File: config.mk
export PLATFORM = sky130hd
export DESIGN_NAME = rv_stream_packer_flat
export DESIGN_NICKNAME = d
export VERILOG_FILES = /design/src/rtl/rv_stream_packer_pkg.sv /design/src/rtl/rv_stream_packer_if.sv /design/src/rtl/rv_stream_packer_out_reg.sv /design/src/rtl/rv_stream_packer.sv /design/src/flat_wrapper.sv
export SDC_FILE = /design/constraint.sdc
export NUM_CORES = 1
export LEC_CHECK = 0
export CAP_MARGIN = 20
export CELL_PAD_IN_SITES_DETAIL_PLACEMENT = 1
export CELL_PAD_IN_SITES_GLOBAL_PLACEMENT = 1
export CORE_ASPECT_RATIO = 0.6
export CORE_MARGIN = 4
export CORE_UTILIZATION = 47
export CTS_CLUSTER_DIAMETER = 100
export DETAILED_ROUTE_END_ITERATION = 7
export MAX_ROUTING_LAYER = met4
export PLACE_DENSITY_LB_ADDON = 0.1
export SLEW_MARGIN = 20
export SYNTH_ARGS = -nofsm -noshare
export SYNTH_HDL_FRONTEND = slang
export SYNTH_HIERARCHICAL = 1
export SYNTH_SLANG_ARGS = --single-unit
File: constraint.sdc
create_clock -name clk -period 6.5 [get_ports clk]
set_clock_uncertainty 0.05 [all_clocks]
set_input_delay 1.3 -clock clk [delete_from_list [all_inputs] [get_ports clk]]
set_output_delay 1.3 -clock clk [all_outputs]
set_load 0.01 [all_outputs]
File: src/rtl/rv_stream_packer_pkg.sv
// Shared definitions for the lane-to-word stream packer.
// Latency: n/a (types and elaboration-time helpers only).
// Backpressure: n/a.
//
// Contents:
//   pack_state_e    - packer FSM states (FILL accepts lanes, HOLD stalls input)
//   lane_cnt_width  - width of the lane index counter for a given PACK_FACTOR
// The packed word struct (data, keep, last) depends on module parameters, so it
// is declared next to the localparams of the modules that carry it.
package rv_pack_pkg;

   typedef enum logic {
      FILL = 1'b0,
      HOLD = 1'b1
   } pack_state_e;

   // Index width for lanes 0..pf-1; never narrower than one bit.
   function automatic int unsigned lane_cnt_width(input int unsigned pf);
      return (pf < 2) ? 1 : $clog2(pf);
   endfunction

endpackage

File: src/rtl/rv_stream_packer_if.sv
// Ready/valid bundle for the packer: narrow lane stream in, wide word stream out.
// Latency: n/a (wiring only).
// Backpressure: in_ready / out_ready, standard valid-ready transfer on clk rise.
//
// Signals:
//   in_valid/in_ready/in_data/in_last      - lane stream (DATA_WIDTH payload)
//   out_valid/out_ready/out_data/out_keep/out_last - packed word stream
// Modports: slave = packer view, master = producer/consumer (bench) view.
interface rv_stream_packer_if #(
   parameter int unsigned DATA_WIDTH  = 8,
   parameter int unsigned PACK_FACTOR = 4
);
   logic                              in_valid;
   logic                              in_ready;
   logic [DATA_WIDTH-1:0]             in_data;
   logic                              in_last;
   logic                              out_valid;
   logic                              out_ready;
   logic [DATA_WIDTH*PACK_FACTOR-1:0] out_data;
   logic [PACK_FACTOR-1:0]            out_keep;
   logic                              out_last;

   modport slave (
      input  in_valid, in_data, in_last, out_ready,
      output in_ready, out_valid, out_data, out_keep, out_last
   );

   modport master (
      output in_valid, in_data, in_last, out_ready,
      input  in_ready, out_valid, out_data, out_keep, out_last
   );
endinterface

File: src/rtl/rv_stream_packer_out_reg.sv
// Single-entry output register for packed words.
// Latency: a loaded word is visible on o_word/o_valid the cycle after i_load.
// Backpressure: holds o_word and o_valid while i_ready=0; o_free tells the packer it may load.
//
// Ports:
//   clk, reset         - clock, async active-high reset
//   i_load, i_word     - load request and word from the packer (only when o_free)
//   i_ready            - downstream ready
//   o_valid, o_word    - registered word and its valid
//   o_free             - register empty or draining this cycle
module rv_pack_out_reg #(
   parameter type T_WORD = logic [7:0]
) (
   input  logic  clk,
   input  logic  reset,
   input  logic  i_load,
   input  T_WORD i_word,
   input  logic  i_ready,
   output logic  o_valid,
   output T_WORD o_word,
   output logic  o_free
);
   logic  r_valid;
   T_WORD r_word;

   // A load in the same cycle as a drain replaces the word with no bubble.
   always_ff @(posedge clk or posedge reset) begin
      if (reset) begin
         r_valid <= 1'b0;
         r_word  <= '0;
      end else if (i_load) begin
         r_valid <= 1'b1;
         r_word  <= i_word;
      end else if (i_ready) begin
         r_valid <= 1'b0;
      end
   end

   assign o_free  = !r_valid || i_ready;
   assign o_valid = r_valid;
   assign o_word  = r_word;
endmodule

File: src/rtl/rv_stream_packer.sv
// Packs PACK_FACTOR consecutive DATA_WIDTH lanes into one wide word, with early flush on in_last.
// Latency: the completing lane appears on out_data one cycle after it is accepted.
// Backpressure: if the output register is busy at completion, FSM enters HOLD and drops in_ready.
//
// Ports:
//   clk, reset - clock, async active-high reset
//   bus        - rv_stream_packer_if.slave (lane stream in, word stream out with keep/last)
// Optional: define RV_PACKER_TIMEOUT_FLUSH_EN to flush a partial word after
// FLUSH_TIMEOUT idle cycles (flushed with out_last=0).
module rv_stream_packer
   import rv_pack_pkg::*;
#(
   parameter int unsigned DATA_WIDTH    = 8,
   parameter int unsigned PACK_FACTOR   = 4,
   parameter int unsigned FLUSH_TIMEOUT = 16
) (
   input  logic                clk,
   input  logic                reset,
   rv_stream_packer_if.slave   bus
);
   localparam int unsigned LCW = lane_cnt_width(PACK_FACTOR);
   localparam int unsigned WW  = DATA_WIDTH * PACK_FACTOR;

   typedef struct packed {
      logic [WW-1:0]          data;
      logic [PACK_FACTOR-1:0] keep;
      logic                   last;
   } word_t;

   pack_state_e      r_state, w_state_nxt;
   logic [LCW-1:0]   r_lane_cnt, w_lane_cnt_nxt;
   word_t            r_acc, w_acc_nxt;
   word_t            w_fill_word;
   word_t            w_load_word;
   word_t            w_out_word;
   logic             w_accept;
   logic             w_complete;
   logic             w_timeout;
   logic             w_load;
   logic             w_free;
   logic             w_out_valid;

   // in_ready is a pure function of state so upstream sees no combinational loop.
   assign bus.in_ready = (r_state == FILL);
   assign w_accept     = bus.in_valid && (r_state == FILL);

   // Accumulator with the current lane merged in. Unused lanes stay zero
   // because the accumulator is cleared whenever a word leaves it.
   always_comb begin
      w_fill_word      = r_acc;
      w_fill_word.last = 1'b0;
      if (w_accept) begin
         w_fill_word.data[int'(r_lane_cnt)*DATA_WIDTH +: DATA_WIDTH] = bus.in_data;
         w_fill_word.keep[r_lane_cnt] = 1'b1;
         w_fill_word.last             = bus.in_last;
      end
   end

`ifdef RV_PACKER_TIMEOUT_FLUSH_EN
   localparam int unsigned ICW = $clog2(FLUSH_TIMEOUT + 1);
   logic [ICW-1:0] r_idle_cnt;
   logic           w_idle;

   // Counts only while a partial word waits in FILL; the FLUSH_TIMEOUT-th idle
   // cycle completes the word exactly like in_last, minus the last flag.
   assign w_idle    = (r_state == FILL) && (r_lane_cnt != '0) && !w_accept;
   assign w_timeout = w_idle && (r_idle_cnt == ICW'(FLUSH_TIMEOUT - 1));

   always_ff @(posedge clk or posedge reset) begin
      if (reset) begin
         r_idle_cnt <= '0;
      end else if (w_idle && !w_timeout) begin
         r_idle_cnt <= r_idle_cnt + 1'b1;
      end else begin
         r_idle_cnt <= '0;
      end
   end
`else
   assign w_timeout = 1'b0;
`endif

   assign w_complete = (w_accept && ((r_lane_cnt == LCW'(PACK_FACTOR - 1)) || bus.in_last))
                       || w_timeout;

   always_comb begin
      w_state_nxt    = r_state;
      w_lane_cnt_nxt = r_lane_cnt;
      w_acc_nxt      = r_acc;
      w_load         = 1'b0;
      w_load_word    = w_fill_word;
      case (r_state)
         FILL: begin
            if (w_complete) begin
               w_lane_cnt_nxt = '0;
               if (w_free) begin
                  w_load    = 1'b1;
                  w_acc_nxt = '0;
               end else begin
                  // Park the finished word (including its last flag) until the
                  // output register frees up.
                  w_acc_nxt   = w_fill_word;
                  w_state_nxt = HOLD;
               end
            end else if (w_accept) begin
               w_acc_nxt      = w_fill_word;
               w_lane_cnt_nxt = r_lane_cnt + 1'b1;
            end
         end
         HOLD: begin
            if (w_free) begin
               w_load      = 1'b1;
               w_load_word = r_acc;
               w_acc_nxt   = '0;
               w_state_nxt = FILL;
            end
         end
         default: w_state_nxt = FILL;
      endcase
   end

   always_ff @(posedge clk or posedge reset) begin
      if (reset) begin
         r_state    <= FILL;
         r_lane_cnt <= '0;
         r_acc      <= '0;
      end else begin
         r_state    <= w_state_nxt;
         r_lane_cnt <= w_lane_cnt_nxt;
         r_acc      <= w_acc_nxt;
      end
   end

   rv_pack_out_reg #(
      .T_WORD (word_t)
   ) u_out_reg (
      .clk     (clk),
      .reset   (reset),
      .i_load  (w_load),
      .i_word  (w_load_word),
      .i_ready (bus.out_ready),
      .o_valid (w_out_valid),
      .o_word  (w_out_word),
      .o_free  (w_free)
   );

   assign bus.out_valid = w_out_valid;
   assign bus.out_data  = w_out_word.data;
   assign bus.out_keep  = w_out_word.keep;
   assign bus.out_last  = w_out_word.last;
endmodule

File: src/flat_wrapper.sv
// flat-port wrapper written by rule: the top's interface ports become plain ports
module rv_stream_packer_flat import rv_pack_pkg::*;
#(
   parameter int unsigned DATA_WIDTH    = 8,
   parameter int unsigned PACK_FACTOR   = 4,
   parameter int unsigned FLUSH_TIMEOUT = 16
)
  (clk, reset, bus_in_valid, bus_in_data, bus_in_last, bus_out_ready, bus_in_ready, bus_out_valid, bus_out_data, bus_out_keep, bus_out_last);
  rv_stream_packer_if #(.DATA_WIDTH(DATA_WIDTH), .PACK_FACTOR(PACK_FACTOR)) bus_i ();
  input  logic clk;
  input  logic reset;
  input wire logic [$bits(bus_i.in_valid)-1:0] bus_in_valid;
  input wire logic [$bits(bus_i.in_data)-1:0] bus_in_data;
  input wire logic [$bits(bus_i.in_last)-1:0] bus_in_last;
  input wire logic [$bits(bus_i.out_ready)-1:0] bus_out_ready;
  output wire logic [$bits(bus_i.in_ready)-1:0] bus_in_ready;
  output wire logic [$bits(bus_i.out_valid)-1:0] bus_out_valid;
  output wire logic [$bits(bus_i.out_data)-1:0] bus_out_data;
  output wire logic [$bits(bus_i.out_keep)-1:0] bus_out_keep;
  output wire logic [$bits(bus_i.out_last)-1:0] bus_out_last;
  assign bus_i.in_valid = bus_in_valid;
  assign bus_i.in_data = bus_in_data;
  assign bus_i.in_last = bus_in_last;
  assign bus_i.out_ready = bus_out_ready;
  assign bus_in_ready = bus_i.in_ready;
  assign bus_out_valid = bus_i.out_valid;
  assign bus_out_data = bus_i.out_data;
  assign bus_out_keep = bus_i.out_keep;
  assign bus_out_last = bus_i.out_last;
  rv_stream_packer #(.DATA_WIDTH(DATA_WIDTH), .PACK_FACTOR(PACK_FACTOR), .FLUSH_TIMEOUT(FLUSH_TIMEOUT)) u_core (.clk(clk), .reset(reset), .bus(bus_i));
endmodule
==> impl_metrics.csv, run 1 <==
group,metric,value,unit
outcome,status,"completed",
clocking,cts_made_buffers,9,
sta,min_period_over_period,60.23,%
global_routing,grt_util_met1,30.94,%
setup_path,r2r_setup_slack,3.41,ns
sta,finalMaxSlewViolations,0,
route,vias,2553,
synthesis,synth_area_leaders,"dfrtp_1, mux2_4, mux2_2, nand2_1, o21ai_0",
floorplan,dieArea,0.009204,mm²
setup_path,end_kind,"flop",
layout,layout-drive-gt1-share,19.21,%
clocking,clk-insertion-delay-late,0.33,ns
layout,area_growth,23.78,%
clocking,h-tree-depth,3,
placed_design,dp_hpwl,6.168,mm
power,p_leak,2.048,nW
global_routing,overflow,0,
sta,relSlewSlack,39.62,%
layout,stdcell_area,0.004474,mm²
clocking,clk_pin_slew_worst_paths,0.06,ns
global_routing,grt_pass1_vias,2799,
global_routing,grt_use_met2,33.35,%
sta,fin_hold_ws,0.4572,ns
hold_path,hold_path.class,"reg -> reg",
sta,fmax,255.4,MHz
global_routing,grt_pass1_wl,15.61,mm
placed_design,placed_area,0.004184,mm²
synthesis,synth_top_cell_by_area,"dfrtp_1",
clocking,clock-sinks,78,
route,remaining_drc_errors,0,
floorplan,rows,24,
synthesis,synth_area,0.003615,mm²
global_routing,grt_usage,22.67,%
sta,finalSetupViolCount,0,
setup_path,slowest_delay,0.71,ns
floorplan,coreArea,0.007357,mm²
layout,final_cell_mix,"dfrtp_1, clkdlybuf4s50_1, nand2_1, o21ai_0",
synthesis,netlist_instances,300,
synthesis,synth.net_count,321,
synthesis,synth-seq-cells,78,
floorplan,die_w,121.2,µm
setup_path,critPathRequiredTime,6.67,ns
route,wl_per_cell,20.57,µm
global_routing,busiest_layer,"met2",
floorplan,initial_utilization,49.13,%
floorplan,die_h,75.93,µm
setup_path,cp_max_fo,36,
sta,tightest_slew,0.9057,ns
synthesis,synth.top_cell.area_share,54.00,%
layout,instances_no_fill,458,
clocking,tritoncts,"built",
layout,layout_commonest_cell,"dfrtp_1",
placed_design,numPortBuffers,51,
clocking,post_cts_resized,0,
layout,antennaDiodeCount,0,
global_routing,met3_usage,6.696,%
global_routing,grt_max_degree,41,
clocking,cts_setup_buffers,0,
synthesis,ys_types,37,
synthesis,yosys_warnings,6,
route,antenna_left,0,
layout,nNetsFinal,371,
setup_path,crit_path_cell_trace,"clkdlybuf4s50_1, nand2b_1, nand2_1, and2_1, inv_2, buf_4, mux2_2",
layout,num-fill-cells,775,
synthesis,syn_area_per_cell,12.05,µm²
setup_path,critPathArrivalTime,4.08,ns
route,via_per_inst,5.574,
placed_design,gp_congestion,0.8090,
route,initialDrtViolationCount,145,
clocking,clock-root-buffer,"clkbuf_16",
setup_path,crit_slowest_cell,"inv_2",
power,total_power,1.343,mW
route,dr.pass1.iters,4,
placed_design,dp.cells,443,
sta,rsz0062_at_grt,"false",
synthesis,yosysSeqAreaShare,54.00,%
clocking,cts_hold_buffers,0,
route,drt_wl_total,9.423,mm
setup_path,path_class,"in -> reg",
global_routing,antenna_found_initial,0,
clocking,clock_path_buffers,2,
setup_path,critPathLaunchType,"input port",
sta,final-hold-violation-count,0,
power,ir_worst_vdd,0.1503,mV
sta,fin_tns_setup,0,ns
sta,finalCriticalPeriod,3.915,ns
run,maxCapViolCount,0,
power,p_per_area,300.1,mW/mm²
floorplan,ios,52,
## final timing paths
path / startpoint / endpoint / depth (start not counted)
max: bus_out_ready / u_core/u_out_reg/o_word[12] / 7
min: u_core/u_out_reg/o_word[15] / u_core/u_out_reg/o_word[15] / 1
max reg2reg: u_core/r_lane_cnt[0] / u_core/u_out_reg/o_word[12] / 6
min reg2reg: u_core/u_out_reg/o_word[15] / u_core/u_out_reg/o_word[15] / 1
max in group asynchronous: reset / u_core/r_acc[23] / 3
min in group asynchronous: reset / u_core/u_out_reg/o_word[36] / 3
## per-layer routing
layer / vias to the layer above / share of wire, %
met5: - / 0
met4: 0 / 1.1
met3: 9 / 5.9
met2: 65 / 47
met1: 1296 / 46
li1: 1183 / -
## per-stage QoR
| step | util, % | setup WS [ns] |
|---|---|---|
| 2_1_floorplan | - | 3.572 |
| 3_3_place_gp | 56.87 | 2.349 |
| 3_5_place_dp | 56.87 | 2.242 |
| 4_1_cts | 60.82 | 2.610 |
| 5_1_grt | 60.82 | 2.420 |
| 6_report | 60.82 | 2.585 |
## Yosys cell counts
| cell | number |
|---|---|
| a21o_1 | 4 |
| a21oi_1 | 1 |
| a22o_1 | 8 |
| a32o_1 | 8 |
| and2_1 | 5 |
| buf_2 | 3 |
| buf_4 | 1 |
| buf_6 | 4 |
| clkbuf_1 | 7 |
| clkinv_1 | 1 |
| dfrtp_1 | 78 |
| ha_1 | 8 |
| inv_1 | 12 |
| mux2_2 | 19 |
| mux2_4 | 19 |
| nand2_1 | 43 |
| nand2b_1 | 4 |
| nand3_1 | 3 |
| nand3b_1 | 5 |
| nand4_1 | 1 |
| nand4b_1 | 1 |
| nor2_1 | 1 |
| nor2b_1 | 1 |
| nor3_1 | 1 |
| nor4_2 | 1 |
| nor4b_4 | 1 |
| o211ai_1 | 1 |
| o21ai_0 | 24 |
| o21ai_1 | 3 |
| o22ai_1 | 18 |
| o22ai_2 | 7 |
| o41ai_1 | 1 |
| or2_2 | 1 |
| or3_1 | 2 |
| or3b_1 | 1 |
| or3b_2 | 1 |
| or3b_4 | 1 |
## sequential cells by signal, summed over array words and instances, names as in the netlist
register and cells:
u_core/r_acc 37, u_core/r_state 1, u_core/u_out_reg/o_word 37, u_core/u_out_reg/o_valid 1
u_core/r_lane_cnt 2
## cell families after synthesis
| family | share of synthesized area, % |
|---|---|
| compound gates | 14.85 |
| fa+ha+maj | 2.769 |
| buf+inv | 3.946 |
| flops | 54.00 |
| simple gates | 10.63 |
| mux | 13.81 |
## power breakdown
part           total [mW]  internal [mW]  leakage (nW)  switching, mW
clock network       0.491          0.304         0.141          0.187
registers           0.562          0.535          1.07         0.0273
logic               0.289          0.134         0.838          0.155
total                1.34          0.973          2.05          0.370
## final cells by class
cell class              count  area, µm²  share of cell area (%)
clock buffers              11      242.7                   5.425
clock inverters             4      47.55                   1.063
inverters                  13      48.80                   1.091
multi-input cells         194       1520                   33.98
flip-flops and latches     78       1952                   43.62
well taps                 104      130.1                   2.908
repair buffers             54      533.0                   11.91
## critical path: cells and delay by family
family | cells | cell delay (ns)
multiplexers | 1 | 0.39
buffers and inverters | 3 | 1.65
AND/OR/NAND/NOR | 3 | 0.70
(Power assumes the default switching activity.)
==> run 2, diff against run 1 <==
CORE_UTILIZATION = 39   (was 47)
clock period = 3.1 ns   (was 6.5 ns; I/O delays follow)
==> impl_metrics.csv, run 2 (synthesized netlist as in run 1, its figures left out) <==
group,metric,value,unit
sta,relSlewSlack,54.65,%
floorplan,coreArea,0.008751,mm²
global_routing,grt_pass1_vias,2872,
layout,layout-drive-gt1-share,21.21,%
sta,fmax,394.6,MHz
route,vias,2628,
route,dr.pass1.iters,4,
sta,rsz0062_at_grt,"false",
sta,finalMaxSlewViolations,0,
run,maxCapViolCount,0,
clocking,clk_pin_slew_worst_paths,0.06,ns
setup_path,slowest_delay,0.58,ns
sta,final-hold-violation-count,0,
setup_path,cp_max_fo,14,
clocking,post_cts_resized,0,
setup_path,crit_slowest_cell,"or3_1",
setup_path,critPathRequiredTime,3.33,ns
outcome,status,"completed",
layout,layout_commonest_cell,"dfrtp_1",
placed_design,gp_congestion,0.8212,
clocking,cts_hold_buffers,0,
layout,nNetsFinal,379,
floorplan,die_w,132.3,µm
sta,fin_tns_setup,0,ns
hold_path,hold_path.class,"reg -> reg",
floorplan,initial_utilization,41.31,%
route,via_per_inst,5.533,
sta,finalCriticalPeriod,2.534,ns
floorplan,dieArea,0.01092,mm²
placed_design,dp_slack,0.3752,ns
global_routing,antenna_found_initial,0,
route,antenna_left,0,
clocking,clock-root-buffer,"clkbuf_16",
global_routing,grt_pass1_wl,15.87,mm
power,ir_worst_vdd,0.2909,mV
route,initialDrtViolationCount,239,
power,p_per_area,643.0,mW/mm²
route,drt_wl_total,9.648,mm
power,p_leak,2.096,nW
sta,finalSetupViolCount,0,
layout,area_growth,27.03,%
route,wl_per_cell,20.31,µm
setup_path,r2r_setup_slack,0.57,ns
clocking,h-tree-depth,3,
setup_path,end_kind,"flop",
global_routing,overflow,0,
setup_path,crit_path_cell_trace,"inv_1, ha_1, nand3_1, or3_1, o21ai_0, mux2_4",
sta,worst_slack,0.5659,ns
placed_design,dp_hpwl,6.425,mm
floorplan,ios,52,
sta,tightest_slew,0.6758,ns
global_routing,grt_max_degree,53,
clocking,clk-insertion-delay-late,0.33,ns
clocking,tritoncts,"built",
clocking,clock_path_buffers,2,
layout,antennaDiodeCount,0,
clocking,cts_setup_buffers,0,
sta,min_period_over_period,81.75,%
layout,final_cell_mix,"dfrtp_1, clkdlybuf4s50_1, nand2_1, o21ai_0",
setup_path,critPathLaunchType,"flop",
floorplan,rows,26,
route,remaining_drc_errors,0,
clocking,clock-sinks,78,
setup_path,critPathArrivalTime,2.76,ns
floorplan,die_h,82.58,µm
placed_design,numPortBuffers,51,
clocking,cts_made_buffers,9,
setup_path,path_class,"reg -> reg",
global_routing,grt_usage,19.56,%
[run 2: cell count changes in the layout (fill, tap and decap cells not counted)]
cell        delta
clkinv_2       -2
buf_4          +7
buf_12         +1
bufinv_16      +1
clkinvlp_4     +2
[run 2: critical path: cells and delay by family, from the launching register on]
family / cells / cell delay (ns)
AO/OA/AOI/OAI: 1 / 0.31
multiplexers: 1 / 0.19
adder cells (fa/ha/maj): 1 / 0.48
flip-flops: 1 / 0.52
buffers and inverters: 1 / 0.20
AND/OR/NAND/NOR: 2 / 0.72
[run 2: worst paths after layout]
kind / start / depth (start not counted) / to
worst min register to register: u_core/u_out_reg/o_word[0] / 1 / u_core/u_out_reg/o_word[0]
min in group asynchronous: reset / 3 / u_core/u_out_reg/o_word[0]
worst max-delay path: u_core/r_lane_cnt[0] / 6 / u_core/u_out_reg/o_word[17]
worst min-delay path: u_core/u_out_reg/o_word[0] / 1 / u_core/u_out_reg/o_word[0]
max in group asynchronous: reset / 3 / u_core/u_out_reg/o_word[24]
worst max register to register: u_core/r_lane_cnt[0] / 6 / u_core/u_out_reg/o_word[17]
[run 2: final cells by class]
| class | count | area [µm²] |
|---|---|---|
| multi-input cells | 194 | 1520 |
| repair buffers | 62 | 605.6 |
| clock buffers | 11 | 242.7 |
| fillers | 919 | 4159 |
| inverters | 13 | 48.80 |
| well taps | 112 | 140.1 |
| flip-flops and latches | 78 | 1952 |
| clock inverters | 5 | 82.58 |
[run 2: through the flow]
stage          hold WS, ns  instances  instance area (µm²)  total power [mW]  utilization (%)
2_1_floorplan       0.4190        300                 3615             1.554                -
3_3_place_gp        0.4412        459                 4267             1.805            48.76
3_5_place_dp        0.4437        459                 4267             1.822            48.76
4_1_cts             0.4601        475                 4592             2.985            52.47
5_1_grt             0.4728        475                 4592             3.097            52.47
6_report            0.4560        475                 4592             2.953            52.47
[run 2: metal layers]
| metal | GRT usage [%] | up-vias | part of all wire (%) |
|---|---|---|---|
| li1 | - | 1192 | - |
| met1 | 26.62 | 1375 | 52 |
| met2 | 29.96 | 54 | 44 |
| met3 | 4.419 | 7 | 3.3 |
| met4 | 5.187 | 0 | 0.75 |
| met5 | - | - | 0 |
[run 2: power breakdown]
part           internal (mW)  switching (mW)  leakage (nW)
logic                  0.297           0.329         0.879
registers               1.12          0.0544          1.07
clock network          0.727           0.424         0.148
total                   2.15           0.807          2.10
==> run 3, diff against run 2 <==
CORE_UTILIZATION = 43   (was 39)
clock period = 2.39 ns   (was 3.1 ns; I/O delays follow)
==> impl_metrics.csv, run 3 (synthesized netlist as in run 1, its figures left out) <==
group,metric,value,unit
outcome,status,"completed",
global_routing,overflow,0,
sta,tightest_slew,0.5483,ns
setup_path,path_depth,7,
global_routing,grt_max_degree,41,
placed_design,gp_congestion,0.8740,
global_routing,antenna_found_initial,0,
global_routing,grt_util_met1,28.41,%
route,drt_wl_total,9.879,mm
setup_path,reg2regPathDepth,7,
global_routing,grt_use_met2,33.97,%
sta,finalSetupViolCount,0,
route,remaining_drc_errors,0,
floorplan,coreArea,0.008039,mm²
global_routing,grt_usage,21.80,%
global_routing,busiest_layer,"met2",
clocking,clock-sinks,78,
route,initialDrtViolationCount,170,
power,p_per_area,830.2,mW/mm²
route,via_per_inst,5.460,
floorplan,dieArea,0.009985,mm²
clocking,post_cts_resized,0,
clocking,cts_setup_buffers,0,
setup_path,rr_startpoint,"u_core/r_lane_cnt[1]",
floorplan,die_h,79.02,µm
clocking,clock-root-buffer,"clkbuf_16",
sta,finalMaxSlewViolations,0,
route,dr.pass1.iters,4,
sta,min_period_over_period,89.66,%
setup_path,slowest_delay,0.40,ns
setup_path,crit_slowest_cell,"or3_1",
sta,fmax,466.7,MHz
global_routing,grt_pass1_wl,16.38,mm
clocking,cts_made_buffers,9,
placed_design,dp_hpwl,6.711,mm
setup_path,crit_path_cell_trace,"inv_1, ha_1, nand3b_1, or3_1, buf_4, o21ai_0, mux2_2",
hold_path,hold_path.class,"reg -> reg",
floorplan,rows,25,
layout,antennaDiodeCount,0,
route,vias,2692,
global_routing,met3_usage,5.108,%
power,p_leak,2.213,nW
floorplan,initial_utilization,44.96,%
setup_path,critPathRequiredTime,2.61,ns
layout,num-fill-cells,826,
setup_path,cp_top_family,"simple AND/OR/NAND/NOR gates",
setup_path,critPathArrivalTime,2.36,ns
hold_path,hold_depth,1,
route,wl_per_cell,20.04,µm
clocking,clk_pin_slew_worst_paths,0.06,ns
floorplan,ios,52,
placed_design,numPortBuffers,51,
power,ir_worst_vdd,0.5857,mV
clocking,h-tree-depth,3,
clocking,tritoncts,"built",
sta,finalCriticalPeriod,2.143,ns
layout,nNetsFinal,401,
setup_path,path_class,"reg -> reg",
sta,relSlewSlack,63.44,%
setup_path,critPathLaunchType,"flop",
global_routing,grt_pass1_vias,3034,
setup_path,cp_max_fo,6,
power,total_power,3.967,mW
layout,layout_commonest_cell,"dfrtp_1",
setup_path,cp-startpoint,"u_core/r_lane_cnt[1]",
hold_path,hold_start,"u_core/u_out_reg/o_word[7]",
route,antenna_left,0,
floorplan,die_w,126.4,µm
layout,area_growth,32.19,%
setup_path,path_buf_inv,2,
sta,rsz0062_at_grt,"false",
clocking,clock_path_buffers,2,
layout,fin_util,59.44,%
layout,final_cell_mix,"dfrtp_1, clkdlybuf4s50_1, nand2_1, buf_4, o21ai_0",
setup_path,end_kind,"flop",
sta,final-hold-violation-count,0,
clocking,clk-insertion-delay-late,0.33,ns
run,maxCapViolCount,0,
clocking,cts_hold_buffers,0,
layout,layout-drive-gt1-share,25.71,%
==> run 3: cell types whose count changed in the layout (fill, tap and decap cells not counted) <==
cell / before / now
buf_4: 10 / 31
buf_12: 1 / 2
bufinv_16: 2 / 3
clkbuf_8: 1 / 0
clkinv_2: 0 / 1
clkinvlp_4: 3 / 2
==> run 3: per-stage QoR <==
step | worst slack (ns) | hold slack [ns] | TNS (ns) | std cells | cell area (µm²)
2_1_floorplan | 0.2056 | 0.4190 | 0 | 300 | 3615
3_3_place_gp | -0.05253 | 0.4397 | -0.4445 | 477 | 4439
3_5_place_dp | -0.06344 | 0.4443 | -0.5492 | 477 | 4439
4_1_cts | 0.2477 | 0.4572 | 0 | 493 | 4778
5_1_grt | 0.1411 | 0.4723 | 0 | 493 | 4778
6_report | 0.2471 | 0.4565 | 0 | 493 | 4778
==> run 3: routing by layer <==
| metal | wire length, µm | part of all wire [%] | up-vias |
|---|---|---|---|
| li1 | - | - | 1237 |
| met1 | 4634 | 47 | 1367 |
| met2 | 4503 | 46 | 69 |
| met3 | 529 | 5.4 | 19 |
| met4 | 210 | 2.1 | 0 |
| met5 | 0 | 0 | - |
==> run 3: layout make-up <==
cell class,count,area (µm²),share of cell area (%)
Clock buffer,10,229.0,4.792
Clock inverter,6,110.1,2.304
Inverter,13,48.80,1.021
Multi-Input combinational cell,194,1520,31.81
Sequential cell,78,1952,40.85
Tap cell,108,135.1,2.828
Timing Repair Buffer,84,783.3,16.39
==> run 3: report_power, final <==
group	total [mW]	internal [mW]	leakage [nW]	switching (mW)
combinational	0.904	0.443	0.985	0.460
sequential	1.52	1.45	1.07	0.0614
clock	1.55	1.02	0.159	0.530
==> run 3: path summary, 6_finish.rpt <==
kind	to	slack [ns]
worst max-delay path	u_core/u_out_reg/o_word[34]	0.25
worst min-delay path	u_core/u_out_reg/o_word[7]	0.46
worst max register to register	u_core/u_out_reg/o_word[34]	0.25
worst min register to register	u_core/u_out_reg/o_word[7]	0.46
max in group asynchronous	u_core/r_acc[13]	1.33
min in group asynchronous	u_core/u_out_reg/o_word[3]	0.57
